### config.mk
export PLATFORM = sky130hd
export DESIGN_NAME = cellrv32_bus_keeper
export DESIGN_NICKNAME = d
export VERILOG_FILES = /design/src/rtl/cellrv32_package.sv /design/src/rtl/cellrv32_bus_keeper.sv
export SDC_FILE = /design/constraint.sdc
export NUM_CORES = 1
export LEC_CHECK = 0
export BUFFER_PORTS_ARGS = -buffer_cell sky130_fd_sc_hd__buf_2
export CAP_MARGIN = 30
export CORE_AREA = 5 5 87 89
export CTS_BUF_LIST = sky130_fd_sc_hd__clkbuf_4
export CTS_CLUSTER_SIZE = 40
export DETAILED_ROUTE_END_ITERATION = 10
export DIE_AREA = 0 0 92 94
export PLACE_DENSITY = 0.8
export SETUP_SLACK_MARGIN = 0.5
export SLEW_MARGIN = 30
export SYNTH_ARGS = -nofsm -noshare
export SYNTH_HDL_FRONTEND = slang
export SYNTH_SLANG_ARGS = --single-unit
### constraint.sdc
create_clock -name clk_i -period 3.5 [get_ports clk_i]
set_clock_uncertainty 0.05 [all_clocks]
set_input_delay 1.05 -clock clk_i [delete_from_list [all_inputs] [get_ports clk_i]]
set_output_delay 1.05 -clock clk_i [all_outputs]
set_load 0.02 [all_outputs]
### src/rtl/cellrv32_package.sv
// Shared types and constants for the cellrv32 peripheral bus keeper.
// Fault causes and keeper FSM states.
package cellrv32_package;

   typedef enum logic {
      BK_IDLE,
      BK_BUSY
   } bus_keeper_state_t;

   localparam logic [1:0] FAULT_NONE = 2'b00;
   localparam logic [1:0] FAULT_TMO  = 2'b01;
   localparam logic [1:0] FAULT_DEV  = 2'b10;
   localparam logic [1:0] FAULT_COL  = 2'b11;

   // Device-side fault cause; ack together with err is a collision
   function automatic logic [1:0] bk_dev_fault(input logic ack);
      return ack ? FAULT_COL : FAULT_DEV;
   endfunction

endpackage

### src/rtl/cellrv32_bus_keeper.sv
// Peripheral bus watchdog: terminates unanswered accesses with an error
// and records the first faulting access in sticky status registers.
module cellrv32_bus_keeper
   import cellrv32_package::*;
#(
   parameter int TIMEOUT = 255
) (
   input  logic        clk_i,
   input  logic        rstn_i,
   input  logic [31:0] bus_addr_i,
   input  logic        bus_src_i,
   input  logic        bus_re_i,
   input  logic        bus_we_i,
   input  logic        bus_ack_i,
   input  logic        bus_err_i,
   output logic        err_o,
   output logic        busy_o,
   output logic        fault_valid_o,
   output logic [1:0]  fault_type_o,
   output logic [31:0] fault_addr_o,
   output logic        fault_src_o,
   output logic        fault_we_o,
   input  logic        fault_clr_i
);

   localparam int CW = $clog2(TIMEOUT);
   localparam logic [CW-1:0] CNT_INIT = CW'(TIMEOUT - 1);

   bus_keeper_state_t state_q, state_d;
   logic [CW-1:0] cnt_q, cnt_d;

   logic [31:0] acc_addr_q, acc_addr_d;
   logic        acc_src_q, acc_src_d;
   logic        acc_we_q, acc_we_d;

   logic [1:0]  flt_type_q, flt_type_d;
   logic [31:0] flt_addr_q, flt_addr_d;
   logic        flt_src_q, flt_src_d;
   logic        flt_we_q, flt_we_d;

   logic        req, rsp, tmo;
   logic        evt;
   logic [1:0]  evt_type;
   logic [31:0] evt_addr;
   logic        evt_src, evt_we;

   assign req = bus_re_i | bus_we_i;
   assign rsp = bus_ack_i | bus_err_i;

   always_comb begin
      state_d    = state_q;
      cnt_d      = cnt_q;
      acc_addr_d = acc_addr_q;
      acc_src_d  = acc_src_q;
      acc_we_d   = acc_we_q;
      tmo        = 1'b0;
      evt        = 1'b0;
      evt_type   = FAULT_NONE;
      evt_addr   = acc_addr_q;
      evt_src    = acc_src_q;
      evt_we     = acc_we_q;

      unique case (state_q)
         BK_IDLE: begin
            if (req && rsp) begin
               // zero-wait access: fault sees the live bus
               evt      = bus_err_i;
               evt_type = bk_dev_fault(bus_ack_i);
               evt_addr = bus_addr_i;
               evt_src  = bus_src_i;
               evt_we   = bus_we_i;
            end else if (req) begin
               acc_addr_d = bus_addr_i;
               acc_src_d  = bus_src_i;
               acc_we_d   = bus_we_i;
               cnt_d      = CNT_INIT;
               state_d    = BK_BUSY;
            end
         end
         BK_BUSY: begin
            if (rsp) begin
               state_d  = BK_IDLE;
               evt      = bus_err_i;
               evt_type = bk_dev_fault(bus_ack_i);
            end else if (cnt_q == '0) begin
               state_d  = BK_IDLE;
               tmo      = 1'b1;
               evt      = 1'b1;
               evt_type = FAULT_TMO;
            end else begin
               cnt_d = cnt_q - CW'(1);
            end
         end
      endcase
   end

   always_comb begin
      flt_type_d = flt_type_q;
      flt_addr_d = flt_addr_q;
      flt_src_d  = flt_src_q;
      flt_we_d   = flt_we_q;
      // set beats clear; otherwise first fault wins
      if (evt && (!fault_valid_o || fault_clr_i)) begin
         flt_type_d = evt_type;
         flt_addr_d = evt_addr;
         flt_src_d  = evt_src;
         flt_we_d   = evt_we;
      end else if (fault_clr_i) begin
         flt_type_d = FAULT_NONE;
      end
   end

   always_ff @(posedge clk_i or negedge rstn_i) begin
      if (!rstn_i) begin
         state_q    <= BK_IDLE;
         cnt_q      <= '0;
         acc_addr_q <= '0;
         acc_src_q  <= 1'b0;
         acc_we_q   <= 1'b0;
         flt_type_q <= FAULT_NONE;
         flt_addr_q <= '0;
         flt_src_q  <= 1'b0;
         flt_we_q   <= 1'b0;
      end else begin
         state_q    <= state_d;
         cnt_q      <= cnt_d;
         acc_addr_q <= acc_addr_d;
         acc_src_q  <= acc_src_d;
         acc_we_q   <= acc_we_d;
         flt_type_q <= flt_type_d;
         flt_addr_q <= flt_addr_d;
         flt_src_q  <= flt_src_d;
         flt_we_q   <= flt_we_d;
      end
   end

   assign err_o         = tmo;
   assign busy_o        = (state_q == BK_BUSY);
   assign fault_valid_o = (flt_type_q != FAULT_NONE);
   assign fault_type_o  = flt_type_q;
   assign fault_addr_o  = flt_addr_q;
   assign fault_src_o   = flt_src_q;
   assign fault_we_o    = flt_we_q;

endmodule
# After elaboration in Yosys (flattened, before gate mapping)
# Cells that the tools add are included.
[totals]
regBits = 79
latch_bits = 0
ram_bits = 0
mem_bits_ro = 0
input_bits = 40
out_inout_bits = 39
wordCells = 56
n_memories = 0
[op_classes]
n_addsub = 1
mul = 0
div = 0
order_cmp = 0
n_eq_ne = 4
shifts = 0
n_mux = 29
bitwise = 4
reduce_logical = 9
[op_table]
columns = ["cell", "n"]
rows = [
  ["32-bit two-way mux", 2],
  ["8-bit two-way mux", 4],
  ["8-bit one-hot mux with 2 select lines", 1],
  ["1-bit two-way mux", 15],
  ["8-bit logical NOT", 1],
  ["2-bit two-way mux", 4],
  ["2-bit != test (second input constant)", 4],
  ["8-bit by 1-bit subtractor with 8-bit output (second input constant)", 1],
  ["1-bit one-hot mux with 2 select lines", 2],
  ["2-bit one-hot mux with 2 select lines", 1],
  ["4-bit AND reduction", 1],
  ["2-bit nonzero test", 2],
  ["3-bit AND reduction", 1],
  ["1-bit logical AND", 2],
  ["1-bit NOT", 2],
  ["1-bit OR", 2],
  ["1-bit logical NOT", 1],
  ["1-bit logical OR", 1],
]

# Depth between registers and ports, before layout
[depth]
word_depth = 6
depth_mapped = 7
mapped_depth_nobuf = 6

# Worst setup path after synthesis
# OpenSTA, ideal clock, no wires.
[synth_path]
kind = "in2out"
startpoint = "input bus_err_i"
endpoint = "output err_o"
t_arrival_ns = 1.685
slack_ns = 0.715
path_stages = 2
path_buffers = 0
cell_sequence = "nor2_1 -> and3_1"
[synth_between]
elab_chain_cells = 3
[synth_lines]
columns = ["item", "line_no", "rtl"]
rows = [
  ["start: declaration", "cellrv32_bus_keeper.sv:15", "input logic bus_err_i,"],
  ["1-bit OR", "cellrv32_bus_keeper.sv:48", "assign rsp = bus_ack_i | bus_err_i;"],
  ["1-bit two-way mux", "cellrv32_bus_keeper.sv:81", "if (rsp) begin"],
  ["1-bit two-way mux", "cellrv32_bus_keeper.sv:63", "unique case (state_q)"],
  ["end: declaration", "cellrv32_bus_keeper.sv:16", "output logic err_o,"],
]
# Every way passes these cells.

# Final worst setup path
# Ends and elaborated chain as after synthesis.

==> impl_metrics.ini <==
[run_status]
status = completed

[worst_setup_path]
path_max_fanout = 3
criticalPathCategory = in -> out
r2r-start = cnt_q[0]
crit_arrival_ns = 1.73
startpoint_type = input pin
worst-r2r-setup-slack_ns = 1.17
cp.required_ns = 2.40
reg2regPathDepth = 8
critPathCaptureType = primary output
startpoint = bus_err_i
r2r-end = fault_addr_o[5]
cp-endpoint = err_o

[routing]
route.detailed.drc = 0
firstDrtPassIters = 4
viasPerCell = 5.44
ant_nets = 0
vias = 2280
routed_wl_um = 7020
drtIter0Drc = 104
wire_per_inst_um = 16.8

[finish]
nets = 376
antenna_cells = 0
layout_commonest_cell = mux2_2
nFillCells = 534
most-common-layout-cells = mux2_2 (101), dfrtp_1 (79), buf_2 (77), clkbuf_4 (9), or3_1 (8)
multi_input_area_um2 = 1550
layout-drive-gt1-share_pct = 63.7
area_delta_synth_final_pct = 17.8
seqCellArea_um2 = 1980
fin_util_pct = 63.6

[synth]
netlist_area_um2 = 3610
synthTopCellsByArea = dfrtp_1 (55%), mux2_2 (32%), o31a_2 (1.4%), or3_1 (1.4%), nor4_1 (1.2%)
synth_adder_area_share_pct = 0.694
synth_top_cell_by_area = dfrtp_1
synth_warnings = 0
synth_top_family_by_area = multiplexers
synthMuxAreaShare_pct = 32.1
synth-xor-area-share_pct = 0
synth_compound_area_share_pct = 3.61
synth_top_area_share_pct = 54.8
synth_seq_cells = 79
syn-num-nets = 292
syn_inst = 250
ys_types = 34
ys_seq_area_share_pct = 54.8
yosys.area_share.simple_pct = 5.93
syn_area_per_cell_um2 = 14.4

[floorplanning]
ios = 79
start_util_pct = 54.0
dieArea_um2 = 8650
rows = 30
die_y_um = 94
die_x_um = 92
fp.coreArea_um2 = 6680

[global_routing]
antenna_found_initial = 0
grt_pass1_wl_um = 12000
grt_pass1_vias = 2530
grt_remaining_overflow = 0
grt_max_degree = 80
gr-usage-all-layers_pct = 17.6

[clocking]
tritoncts = built
clockBufferDepth = 2
worstSkewPairLatency_ns = 0.41
hold_buffers = 0
clock-root-buffer = clkbuf_4
clock_sinks = 79
clk_pin_slew_ns = 0.13
cts_made_buffers = 9
htree_levels = 3

[timing]
rsz0062_at_grt = false
worstMarginPinSlew_ns = 0.690
maxSlewViolCount = 0
hold_violations = 0
whs_ns = 0.464
finalSetupTns_ns = 0
fin_crit_ns = 2.83
fmax_ghz = 0.353
fin_crit_sh_pct = 80.9
max-slew-margin-rel_pct = 54.0
setup_viol_count_final = 0

[min_path]
min_path_type = reg -> reg
hp-start = fault_addr_o[16]

[placement]
dp_hpwl_um = 4910
routabilityCongestion = 0.737
numPortBuffers = 78

[job]
max_cap_violations = 0

[power]
ir_drop_v = 0.000334
p_leak_uw = 0.00188
total_power_uw = 2560
power_density_nw_per_um2 = 603
-- cell usage after synthesis --
| master | count |
|---|---|
| a211o_1 | 1 |
| a21oi_1 | 1 |
| a22o_1 | 1 |
| and2_1 | 1 |
| and3_1 | 1 |
| buf_2 | 5 |
| buf_4 | 4 |
| buf_6 | 1 |
| clkbuf_1 | 2 |
| clkbuf_8 | 1 |
| dfrtp_1 | 79 |
| ha_1 | 2 |
| inv_1 | 4 |
| mux2_1 | 1 |
| mux2_2 | 101 |
| mux2i_1 | 1 |
| nand2_1 | 3 |
| nand3_1 | 1 |
| nand3b_1 | 1 |
| nor2_1 | 6 |
| nor2b_1 | 1 |
| nor3_1 | 2 |
| nor3_2 | 1 |
| nor4_1 | 7 |
| nor4b_1 | 2 |
| o21ai_0 | 1 |
| o21ai_4 | 1 |
| o22ai_1 | 1 |
| o2bb2ai_1 | 1 |
| o31a_2 | 5 |
| o31ai_4 | 1 |
| or2_2 | 1 |
| or3_1 | 8 |
| or4_4 | 1 |
-- worst min path at each step --
stage / to / slack (ns) / depth (start not counted)
after global routing: acc_addr_q[8] / 0.49 / 1
after detailed placement: fault_addr_o[16] / 0.44 / 1
after floorplan: acc_addr_q[0] / 0.43 / 1
final: fault_addr_o[16] / 0.46 / 1
after CTS: fault_addr_o[3] / 0.47 / 1
after global placement: fault_addr_o[16] / 0.43 / 1
-- routing by layer --
metal | GRT usage [%] | up-vias | share of wire, %
met1 | 21.5 | 1146 | 43
met2 | 29.4 | 50 | 49
met3 | 6.25 | 5 | 7.0
met5 | 0 | - | 0
li1 | - | 1079 | -
met4 | 5.20 | 0 | 0.98
-- registers in the layout, summed over array words and instances (netlist names), 2 cells and up --
| name | count |
|---|---|
| acc_addr_q | 32 |
| fault_addr_o | 32 |
| cnt_q | 8 |
| fault_type_o | 2 |
-- logic make-up after synthesis --
logic type	Yosys count
mux	103
flops	79
simple gates	36
buf+inv	17
compound gates	13
fa+ha+maj	2
-- cell type report --
cell class / count / share of cell area, %
multi-input cells: 154 / 36.4
repair buffers: 86 / 11.0
inverters: 4 / 0.353
clock inverters: 7 / 1.74
flip-flops and latches: 79 / 46.5
clock buffers: 9 / 1.59
well taps: 80 / 2.36
-- through the flow --
stage	instances	setup WS (ns)	cell area, um^2
after floorplan	250	0.715	3610
after global placement	402	0.627	4090
after detailed placement	402	0.588	4090
after CTS	418	0.520	4230
after global routing	419	0.516	4250
final	419	0.667	4250
-- timing repair --
| action | 4_1_cts | 5_1_grt |
|---|---|---|
| endpoints found under the setup margin | 0 | 1 |
| gates resized for setup | 0 | 2 |
| buffers inserted | 0 | 1 |
-- critical path, cell delays in order --
cell	delay, ns
buf_2	0.12
nor2_1	0.15
and3_2	0.24
buf_2	0.17
-- where the power goes --
part / switching [uW] / leakage (uW) / total [uW] / internal (uW)
logic: 397 / 0.000883 / 770 / 372
registers: 119 / 0.000921 / 1250 / 1130
clock network: 320 / 0.0000759 / 538 / 219
total: 837 / 0.00188 / 2560 / 1730
Note: power is estimated with default switching activity, not from simulation.
